[config.mk]
export PLATFORM = sky130hd
export DESIGN_NAME = pipeline_control
export DESIGN_NICKNAME = d
export VERILOG_FILES = /design/src/rtl/pipeline_control.sv
export SDC_FILE = /design/constraint.sdc
export NUM_CORES = 1
export LEC_CHECK = 0
export ABC_AREA = 0
export BUFFER_PORTS_ARGS = -buffer_cell sky130_fd_sc_hd__buf_2
export CORE_UTILIZATION = 47
export CTS_CLUSTER_SIZE = 40
export DETAILED_ROUTE_END_ITERATION = 8
export PLACE_DENSITY = 0.9
export SLEW_MARGIN = 25
export SYNTH_ARGS = -nofsm -noshare
export SYNTH_HDL_FRONTEND = slang
export SYNTH_SLANG_ARGS = --single-unit
[constraint.sdc]
create_clock -name clk -period 5 [get_ports clk]
set_clock_uncertainty 0.15 [all_clocks]
set_input_delay 0.75 -clock clk [delete_from_list [all_inputs] [get_ports clk]]
set_output_delay 0.75 -clock clk [all_outputs]
set_load 0.005 [all_outputs]
[src/rtl/pipeline_control.sv]
// Stall/flush/redirect sequencer for the superscalar core.
// Optional performance counters are enabled with PIPE_CTRL_PERF_EN.
module pipeline_control #(
  parameter int unsigned          PC_WIDTH     = 16,
  parameter int unsigned          FLUSH_CYCLES = 2,
  parameter logic [PC_WIDTH-1:0]  RESET_PC     = '0
) (
  input  logic                clk,
  input  logic                reset,
  input  logic                ext_stall,
  input  logic                rob_full,
  input  logic                rrf_full,
  input  logic                rs_al_full,
  input  logic                rs_ls_full,
  input  logic                sb_full,
  input  logic [1:0]          commit_mispred,
  input  logic [PC_WIDTH-1:0] commit_target0,
  input  logic [PC_WIDTH-1:0] commit_target1,
  output logic                stall,
  output logic                flush,
  output logic                redirect_valid,
  output logic [PC_WIDTH-1:0] redirect_pc
`ifdef PIPE_CTRL_PERF_EN
  ,
  output logic [31:0]         stall_cycles,
  output logic [15:0]         flush_events
`endif
);

  localparam logic [3:0] FlushInit = 4'(FLUSH_CYCLES);

  typedef enum logic [1:0] {StRun, StFlush, StRedirect} state_e;

  state_e              state_q, state_d;
  logic [3:0]          cnt_q, cnt_d;
  logic [PC_WIDTH-1:0] pc_q, pc_d;
  logic                full_any;
  logic                mispred_take;

  assign full_any    = ext_stall | rob_full | rrf_full | rs_al_full | rs_ls_full | sb_full;
  assign redirect_pc = pc_q;

  always_ff @(posedge clk or negedge reset) begin
    if (!reset) begin
      state_q <= StFlush;
      cnt_q   <= FlushInit;
      pc_q    <= RESET_PC;
    end else begin
      state_q <= state_d;
      cnt_q   <= cnt_d;
      pc_q    <= pc_d;
    end
  end

  always_comb begin
    state_d        = state_q;
    cnt_d          = cnt_q;
    pc_d           = pc_q;
    stall          = 1'b1;
    flush          = 1'b0;
    redirect_valid = 1'b0;
    mispred_take   = 1'b0;
    case (state_q)
      StRun: begin
        stall = full_any;
        if (commit_mispred != 2'b00) begin
          mispred_take = 1'b1;
          state_d      = StFlush;
          cnt_d        = FlushInit;
          // Slot 0 is older, so it wins when both slots mispredict.
          pc_d         = commit_mispred[0] ? commit_target0 : commit_target1;
        end
      end
      StFlush: begin
        flush = 1'b1;
        cnt_d = cnt_q - 4'd1;
        if (cnt_q == 4'd1) begin
          state_d = StRedirect;
        end
      end
      StRedirect: begin
        redirect_valid = 1'b1;
        state_d        = StRun;
      end
      default: begin
        flush   = 1'b1;
        state_d = StFlush;
        cnt_d   = FlushInit;
      end
    endcase
  end

`ifdef PIPE_CTRL_PERF_EN
  always_ff @(posedge clk or negedge reset) begin
    if (!reset) begin
      stall_cycles <= '0;
      flush_events <= '0;
    end else begin
      if ((state_q == StRun) && stall && (stall_cycles != '1)) begin
        stall_cycles <= stall_cycles + 32'd1;
      end
      if (mispred_take && (flush_events != '1)) begin
        flush_events <= flush_events + 16'd1;
      end
    end
  end
`endif

endmodule

== Yosys cells after proc, flatten, opt, wreduce, memory -nomap -nowiden ==
Index checks and enable logic that the tools add are counted.
Cells by class
  $add $sub $neg: 1
  equal/unequal tests: 5
  muxes and demuxes: 9
  bitwise operators: 6
  reductions and logical operators: 6
Operators with widths (number)
  16-bit two-way mux: 1
  4-bit one-hot mux with 3 select lines: 1
  2-bit one-hot mux with 3 select lines: 1
  2-bit AND reduction: 3
  1-bit OR: 5
  4-bit by 1-bit == test with 1-bit output, second input constant: 1
  2-bit two-way mux: 2
  4-bit two-way mux: 1
  2-bit != test, second input constant: 2
  4-bit by 1-bit subtractor with 4-bit output, second input constant: 1
  1-bit two-way mux: 3
  2-bit by 1-bit == test with 1-bit output, second input constant: 1
  2-bit == test, second input constant: 1
  2-bit zero test: 1
  2-bit nonzero test: 1
  2-bit OR reduction: 1
  1-bit inverter: 1
Word-level totals
  bits in registers: 22
  input bits: 42
  output and inout port bits: 19
  logic and storage cells: 30

== Depth between registers and ports, before layout ==
Gate-level depths: netlist of the first run.
  depth in word-level cells: 6
  mapped depth: 6
  mapped depth without buffers: 5

== Worst setup path before layout of the first run ==
OpenSTA, ideal clock, no wires.
  path type: input port to output port
  from: input port rrf_full
  to: output port stall
  arrival time: 1110 ps
  required time: 4100 ps
  slack: 2990 ps
  stages on the path: 2
  path through: nor4_1 -> nand3_1
On the way
  word-level cells in the longest chain between the ends: 5
RTL lines
  start, declared: line 12  | input logic rrf_full,
  1-bit OR (4 in series): line 40  | assign full_any = ext_stall | rob_full | rrf_full | rs_al_full | rs_ls_full | sb_full;
  1-bit two-way mux: line 63  | case (state_q)
  end, declared: line 19  | output logic stall,
No other way between the ends.

== Final worst setup path of the first run ==
  from: register state_q[0]
  to: output port flush
On the way
  word-level cells in the longest chain between the ends: 3
  elaborated cells between the ends (all ways): 4
  classes of those cells: eq/ne: 1; mux: 1; reduce/logical: 2
RTL lines
  start, declared: line 34  | state_e state_q, state_d;
  start signal, assigned: line 45  | state_q <= StFlush;
  start signal, assigned: line 49  | state_q <= state_d;
  2-bit == test or 2-bit zero test (tied branches): line 63
  2-bit OR reduction (no line) *
  1-bit two-way mux *: line 63
  end, declared: line 20  | output logic flush,
Every way passes the cells marked *; elsewhere a longest branch is shown, timed or not.

==> qor.txt, run 1 <==
critical path's slowest cell - dfstp_2
routed len/inst - 13.5 um
Setup TNS - 0 ns
sequence of cells on the critical path - inv_1 -> ha_1 -> nor2_1 -> buf_2
r2r endpoint - cnt_q[3]
Switching Share - 0.368
routed vias/inst - 5.14
Residual DRC - 0
Synthesized Nets - 156
Setup Viol. Count Final - 0
initial core utilization - 0.509
total clock sinks - 22
R2R cell count - 5
Post-Syn Area per Cell - 10.5 um2
Slew Limit Headroom - 0.528
Die ar. - 2650 um2
# rows - 17
drt first-iter violations - 14
Pins Over Slew Limit - 0
Req. time, crit path - 4.10 ns
layout cells sized above 1 - 0.423
Comb pwr share - 0.443
Max Root-Sink Buffers - 2
Pint - 0.000520 W
post-synthesis sequential area ratio - 0.481
placer congestion estimate - 0.724
synth warn - 0
Post-CTS Setup Repair Bufs - 0
min Tclk post-route - 2.36 ns
clock slew at reported path FFs - 0.13 ns
post-CTS resize count - 0
largest net degree at the start of global routing - 33
Worst Setup End Kind - primary output
Layout area overhead - 31.5%
top_reg_cell synth - dfrtp_1
cell count after synthesis - 109
Worst Max-Slew Pin Slew - 0.705 ns
library cells used by synthesis - 27
critical path startpoint category - flip-flop
worst setup path start - state_q[0]
Ports - 61
total CTS buffers - 3
ant diodes - 0
drt pass-1 iters - 4
core area - 2250 um2
Clk Latency, worst-skew pair - 0.31 ns
P_sw - 0.000302 W
Die H - 51.4 um
CTS tree - done
number of enable flip-flop cells after synthesis - 0
worst vdd ir - 381 uV
Max Fclk - 424 MHz
Crit Path Category - reg -> out
Worst Slack Setup Final - 2.64 ns
max_cap viols - 0
detailed placement HPWL - 2030 um
clock power share - 0.167
FF-to-FF Start - state_q[0]
Die W - 51.4 um
final hold vios - 0
run status - completed
Hold Crit Class - in -> async
Fill cells - 187
RSZ-0062 raised after global routing - no
largest stage delay on the critical path - 0.56 ns
WL final - 2650 um
Final Cycle Share - 0.471
Pleak - 0.815 nW
number of global-route vias before repair - 1013
first-pass GRT wire length - 4040 um
NumNets Final - 216
initial antenna violation count - 0
FF+latch count, synth - 22
dpl ws - 2.54 ns
most frequent cells in the layout - 60 x buf_2, 20 x dfrtp_1, 18 x o21ai_1
PD cells - 545 nW/um2
post-cts hold buffer count - 0
critical path endpoint - flush
post-route ant nets - 0
commonest non-fill, non-tap cell in the layout - buf_2
Reg power frac - 0.389
Root Buffer - clkbuf_4
CP Data Arrival Time - 1.46 ns
IO buf count - 60
vias post-DR - 1007
cell area after synthesis - 1150 um2
Async S/R FF share, synth - 1.00
FF-to-FF setup slack - 3.08 ns
Congestion Overflow GR - 0
largest fanout on the critical path - 8
H-tree Lvls - 1
GRT Util Overall - 0.209
[layout make-up]
cell class                 instances  area [um2]  share of cell area
tap                               28        35.0              0.0232
multi-input combinational         78         554               0.367
sequential                        22         553               0.366
inverter                           4        15.0             0.00994
clock inverter                     1        30.0              0.0199
timing repair buffer              60         300               0.199
clock buffer                       3        22.5              0.0149
[through the flow]
step                      total power (W)  hold slack, ns  instances  cell area (um2)   util
final                            0.000822           0.219        196             1510  0.670
after global routing             0.000886           0.239        196             1510  0.670
after CTS                        0.000825           0.240        196             1500  0.666
after detailed placement         0.000687           0.325        192             1450  0.643
after global placement           0.000655           0.312        192             1450  0.643
after floorplan                  0.000550           0.304        109             1150      -
[kinds of logic (layout without fill, tap and decap cells)]
| kind of cell | after synthesis | in the layout | share of synthesized area |
|---|---|---|---|
| adders and majority gates | 5 | 5 | 0.0545 |
| muxes | 17 | 17 | 0.148 |
| AOI/OAI and AO/OA | 29 | 29 | 0.150 |
| buffers and inverters | 9 | 68 | 0.0425 |
| DFF | 22 | 22 | 0.481 |
| and+or+nand+nor | 27 | 27 | 0.123 |
[worst min path at each step]
stage                            to  slack (ns)  cells after the start
floorplan                  cnt_q[0]        0.30                      0
global placement     redirect_pc[4]        0.31                      2
detailed placement  redirect_pc[15]        0.32                      2
CTS                 redirect_pc[12]        0.24                      1
global route             state_q[1]        0.24                      1
finish               redirect_pc[7]        0.22                      1
[registers in the layout (all words and copies together), names as in the netlist]
name and flops:
cnt_q 4, redirect_pc 16, state_q 2
[cell usage after synthesis (all sizes together), types with 2 or more instances]
cell | number | area [um2]
dfstp | 2 | 52.6
o21ai | 23 | 123
nor2 | 2 | 7.51
nand2 | 17 | 63.8
mux2i | 17 | 170
or3b | 2 | 20.0
inv | 4 | 15.0
buf | 4 | 26.3
ha | 5 | 62.6
dfrtp | 20 | 500
[layer usage]
metal | global-route usage | wire (um)
met3 | 0.0387 | 131
met2 | 0.379 | 1450
met1 | 0.220 | 1010
met4 | 0.126 | 52
met5 | 0 | 0
[power groups by stage]
stage	sequential (W)	clock [W]	combinational, W
3_5_place_dp	0.000324	0	0.000363
5_1_grt	0.000326	0.000149	0.000411
4_1_cts	0.000320	0.000139	0.000366
2_1_floorplan	0.000320	0	0.000230
6_report	0.000320	0.000138	0.000365
3_3_place_gp	0.000317	0	0.000338
[critical path, delay by kind of cell (launching register included)]
family                   cells  cell delay [ns]
flip-flops                   1             0.56
buffers and inverters        2             0.18
AND/OR/NAND/NOR              1             0.12
adder cells (fa/ha/maj)      1             0.29
Note: power is estimated with default switching activity, not from simulation.
==> run 2: changes to the inputs <==
Settings changed: CORE_UTILIZATION 47 to 44, PLACE_DENSITY 0.9 to 0.86.
Clock period 5 ns to 2.2 ns, I/O delays scaled along.
==> qor.txt, run 2 (same netlist as run 1, synthesis figures left out) <==
Reg power frac - 0.410 (+0.021)
NumNets Final - 218 (+0.93%)
P_sw - 0.000664 W (+120%)
max_cap viols - 0 (unchanged)
Switching Share - 0.376 (+0.00856)
commonest non-fill, non-tap cell in the layout - buf_2
critical path's slowest cell - dfstp_2
sequence of cells on the critical path - inv_1 -> ha_1 -> nor2_1 -> buf_2
FF-to-FF Start - state_q[0]
Die H - 53.1 um (+3.2%)
Levels on crit path - 4 (unchanged)
worst setup path start - state_q[0]
RSZ-0062 raised after global routing - no
Cell Area, Placed - 1460 um2 (+0.69%)
Comb pwr share - 0.466 (+0.023)
first-pass GRT wire length - 3830 um (-5.3%)
ant diodes - 0 (unchanged)
Clk Latency, worst-skew pair - 0.30 ns (about the same)
max reg flops - 16 (unchanged)
Worst Path Buf+Inv - 2 (unchanged)
Hold Crit Class - in -> reg
routed vias/inst - 5.24 (+1.9%)
Post-CTS Setup Repair Bufs - 0 (unchanged)
placer congestion estimate - 0.741 (+2.4%)
core area - 2480 um2 (+9.9%)
routed len/inst - 12.9 um (-4.7%)
R2R cell count - 5 (unchanged)
total CTS buffers - 3 (unchanged)
# rows - 18 (+1)
r2r endpoint - cnt_q[3]
Storage cell area - 553 um2 (unchanged)
Pleak - 0.817 nW (+0.25%)
largest stage delay on the critical path - 0.55 ns (about the same)
post-CTS resize count - 0 (unchanged)
initial antenna violation count - 0 (unchanged)
largest net degree at the start of global routing - 33 (unchanged)
Worst Setup End Kind - primary output
largest fanout on the critical path - 8 (unchanged)
total clock sinks - 22 (unchanged)
clock slew at reported path FFs - 0.12 ns (about the same)
drt pass-1 iters - 6 (+2)
min Tclk post-route - 1.93 ns
most frequent cells in the layout - 60 x buf_2, 20 x dfrtp_1, 18 x o21ai_1
drt first-iter violations - 14 (unchanged)
critical path startpoint category - flip-flop
GRT Util Overall - 0.189 (-0.0194)
Multi-input gate area - 554 um2 (unchanged)
CTS tree - done
Die W - 53.1 um (+3.2%)
Layout area overhead - 31.8%
source of the worst hold timing path - commit_target1[11]
Die ar. - 2820 um2 (+6.5%)
final hold vios - 0 (unchanged)
Max Root-Sink Buffers - 2 (unchanged)
WL final - 2570 um (-2.8%)
vias post-DR - 1047 (+4.0%)
Setup TNS - 0 ns (unchanged)
Worst Hold End - redirect_pc[11]
post-route ant nets - 0 (unchanged)
Congestion Overflow GR - 0 (unchanged)
Top Family by Delay on Critical Path - flip-flops
number of global-route vias before repair - 936 (-7.6%)
CP Data Arrival Time - 1.45 ns (about the same)
Hold Crit Depth - 3
Final Cycle Share - 0.879
Setup Viol. Count Final - 0 (unchanged)
worst vdd ir - 694 uV (+82%)
Req. time, crit path - 1.72 ns (-2.38 ns)
IO buf count - 60 (unchanged)
PD cells - 1170 nW/um2 (+110%)
FF-to-FF setup slack - 0.33 ns (-2.75 ns)
Pint - 0.00110 W (+110%)
detailed placement HPWL - 2000 um (-1.1%)
run status - completed
Ports - 61 (unchanged)
H-tree Lvls - 1 (unchanged)
Pins Over Slew Limit - 0 (unchanged)
Crit Path Category - reg -> out
Fill cells - 218 (+17%)
Max Fclk - 517 MHz
Finished Cell Area - 1510 um2 (+0.25%)
Root Buffer - clkbuf_4
Slew Limit Headroom - 0.543 (+0.0142)
Residual DRC - 0 (unchanged)
Worst Max-Slew Pin Slew - 0.683 ns (-0.0213 ns)
layout cells sized above 1 - 0.424 (+0.000910)
clock power share - 0.124 (-0.043)
initial core utilization - 0.464 (-0.0458)
## run 2: cell types whose count changed in the layout (fill, tap and decap cells not counted)
cell	change
buf_4	+1
bufinv_16	-1
clkbuf_8	+1
dlygate4sd3_1	+1
## run 2: final cells by class
type | count | share of cell area
Timing Repair Buffer | 62 | 0.210
Clock buffer | 4 | 0.0240
Tap cell | 30 | 0.0248
Inverter | 4 | 0.00992
Sequential cell | 22 | 0.365
Multi-Input combinational cell | 78 | 0.366
## run 2: worst max-delay path by stage
stage                    end  slack [ns]
finish                 flush        0.27
CTS                    flush        0.23
detailed placement  cnt_q[3]        0.37
floorplan           cnt_q[3]        0.48
global route           flush        0.18
global placement    cnt_q[3]        0.44
## run 2: metrics by stage
stage	cells	setup slack, ns	util	hold WS, ns	power, W
final	200	0.266	0.611	0.147	0.00177
after CTS	200	0.233	0.608	0.142	0.00177
after global placement	195	0.443	0.589	0.161	0.00149
after global routing	200	0.177	0.611	0.143	0.00193
after floorplan	109	0.480	-	-0.116	0.00125
after detailed placement	195	0.369	0.589	0.171	0.00155
## run 2: metal layers
layer	up-vias	track usage	wire (um)
met5	-	0	0
met4	0	0.0833	48
met3	6	0.0345	141
met2	41	0.359	1350
met1	493	0.200	1030
li1	507	-	-
## run 2: power groups by stage
stage / sequential, W / combinational, W / clock, W
final: 0.000724 / 0.000822 / 0.000219
after CTS: 0.000722 / 0.000823 / 0.000226
after global placement: 0.000720 / 0.000771 / 0
after floorplan: 0.000727 / 0.000522 / 0
after detailed placement: 0.000730 / 0.000821 / 0
after global routing: 0.000747 / 0.000933 / 0.000250
## run 2: timing repair
action	CTS	global route
hold buffers	1	0
endpoints found under the setup margin	0	0
hold endpoints to repair	20	0
## run 2: tightest hold or removal path: cells and delay by family
kind	cells	cell delay, ns
muxes	1	0.06
buffers and inverters	1	0.08
AOI/OAI and AO/OA	1	0.11
==> run 3: changes to the inputs <==
Settings changed: CORE_MARGIN from default to 1.5.
==> qor.txt, run 3 (same netlist as run 1, synthesis figures left out) <==
largest fanout on the critical path - 8 (unchanged)
core area - 2480 um2 (unchanged)
total CTS buffers - 3 (unchanged)
Die H - 54.1 um (+1.9%)
critical path's slowest cell - dfstp_2
Max Root-Sink Buffers - 2 (unchanged)
Final Cycle Share - 0.875 (-0.00418)
WL final - 2440 um (-5.2%)
largest stage delay on the critical path - 0.56 ns (about the same)
drt first-iter violations - 4 (-10)
Req. time, crit path - 1.72 ns (about the same)
Worst Slack Setup Final - 0.275 ns (+0.00921 ns)
initial core utilization - 0.464 (unchanged)
Slew Limit Headroom - 0.545 (+0.00259)
Pint - 0.00118 W (+7.4%)
P_sw - 0.000664 W (about the same)
Pleak - 0.824 nW (+0.85%)
dpl ws - 0.350 ns (-0.0195 ns)
hold slack - 0.131 ns (-0.0161 ns)
Root Buffer - clkbuf_4
H-tree Lvls - 1 (unchanged)
Pins Over Slew Limit - 0 (unchanged)
CTS tree - done
Worst Setup End Kind - primary output
min Tclk post-route - 1.93 ns (-0.00921 ns)
clock slew at reported path FFs - 0.13 ns (about the same)
total clock sinks - 22 (unchanged)
worst vdd ir - 911 uV (+31%)
Reg power frac - 0.389 (-0.021)
Congestion Overflow GR - 0 (unchanged)
number of global-route vias before repair - 974 (+4.1%)
Die ar. - 2930 um2 (+3.8%)
clock power share - 0.167 (+0.043)
detailed placement HPWL - 1990 um (-0.47%)
critical path startpoint category - flip-flop
ant diodes - 0 (unchanged)
RSZ-0062 raised after global routing - no
placer congestion estimate - 0.683 (-7.8%)
largest net degree at the start of global routing - 33 (unchanged)
drt pass-1 iters - 4 (-2)
routed len/inst - 12.2 um (-5.2%)
Comb pwr share - 0.444 (-0.022)
routed vias/inst - 5.18 (-1.1%)
initial antenna violation count - 0 (unchanged)
Finished Cell Area - 1530 um2 (+1.1%)
Cell Area, Placed - 1460 um2 (unchanged)
PD cells - 1210 nW/um2 (+3.5%)
Hold Crit Depth - 3 (unchanged)
Crit Path Category - reg -> out
commonest non-fill, non-tap cell in the layout - buf_2
Switching Share - 0.360 (-0.0167)
Setup TNS - 0 ns (unchanged)
run status - completed
Clk Latency, worst-skew pair - 0.30 ns (about the same)
sequence of cells on the critical path - inv_1 -> ha_1 -> nor2_1 -> buf_2
Die W - 54.1 um (+1.9%)
most frequent cells in the layout - 60 x buf_2, 20 x dfrtp_1, 18 x o21ai_1
Post-CTS Setup Repair Bufs - 0 (unchanged)
NumNets Final - 218 (unchanged)
IO buf count - 60 (unchanged)
post-route ant nets - 0 (unchanged)
# rows - 18 (unchanged)
max reg flops - 16 (unchanged)
Hold Crit Class - in -> reg
Design Power - 0.00185 W (+4.6%)
GRT Util Overall - 0.173 (-0.0168)
Worst Path Buf+Inv - 2 (unchanged)
max_cap viols - 0 (unchanged)
first-pass GRT wire length - 3730 um (-2.7%)
CP Data Arrival Time - 1.45 ns (about the same)
R2R cell count - 5 (unchanged)
layout cells sized above 1 - 0.424 (unchanged)
Ports - 61 (unchanged)
Top Family by Delay on Critical Path - flip-flops
Levels on crit path - 4 (unchanged)
Max Fclk - 519 MHz (+0.48%)
final hold vios - 0 (unchanged)
Worst Max-Slew Pin Slew - 0.679 ns (-0.00387 ns)
Residual DRC - 0 (unchanged)
vias post-DR - 1036 (-1.1%)
Layout area overhead - 33.2%
Setup Viol. Count Final - 0 (unchanged)
-- run 3: power by group through the flow --
stage          Clock (W)  Combinational [W]  Sequential (W)
2_1_floorplan          0           0.000522        0.000727
3_3_place_gp           0           0.000769        0.000721
3_5_place_dp           0           0.000825        0.000728
4_1_cts         0.000315           0.000825        0.000720
5_1_grt         0.000329           0.000934        0.000744
6_report        0.000309           0.000820        0.000719
-- run 3: metrics by stage --
stage,util,std cells
floorplan,-,109
global placement,0.589,195
detailed placement,0.589,195
CTS,0.615,200
global route,0.618,200
finish,0.618,200
-- run 3: routing by layer --
layer,vias to the layer above,track usage,wire (um),share of wire
met1,486,0.200,971,0.40
met2,39,0.315,1280,0.52
met4,0,0.0833,54,0.022
li1,505,-,-,-
met3,6,0.0167,136,0.056
met5,-,0,0,0
-- run 3: worst reg2reg max path, cell delays in order, from the launching register on --
cell and delay [ns]:
dfstp_2 0.56, inv_1 0.06, ha_1 0.27, nor3b_4 0.21, or3b_4 0.42, o21ai_1 0.16
-- run 3: layout make-up --
| cell class | instances | area (um2) |
|---|---|---|
| Fill cell | 231 | 947 |
| Timing Repair Buffer | 62 | 318 |
| Inverter | 4 | 15.0 |
| Clock buffer | 3 | 22.5 |
| Multi-Input combinational cell | 78 | 554 |
| Sequential cell | 22 | 553 |
| Clock inverter | 1 | 30.0 |
| Tap cell | 30 | 37.5 |
-- run 3: final timing paths --
path                                   endpoint  slack [ns]                from
worst max register to register         cnt_q[0]        0.30          state_q[0]
worst min register to register  redirect_pc[12]        0.35     redirect_pc[12]
worst min-delay path            redirect_pc[12]        0.13  commit_target1[12]
max in group asynchronous              cnt_q[1]        1.20               reset
worst max-delay path                      flush        0.27          state_q[0]
min in group asynchronous       redirect_pc[15]        0.35               reset
-- run 3: timing repair --
action,4_1_cts,5_1_grt
hold endpoints to repair,20,0
hold buffers,1,0
resized for setup,0,0
setup endpoints to repair,0,0
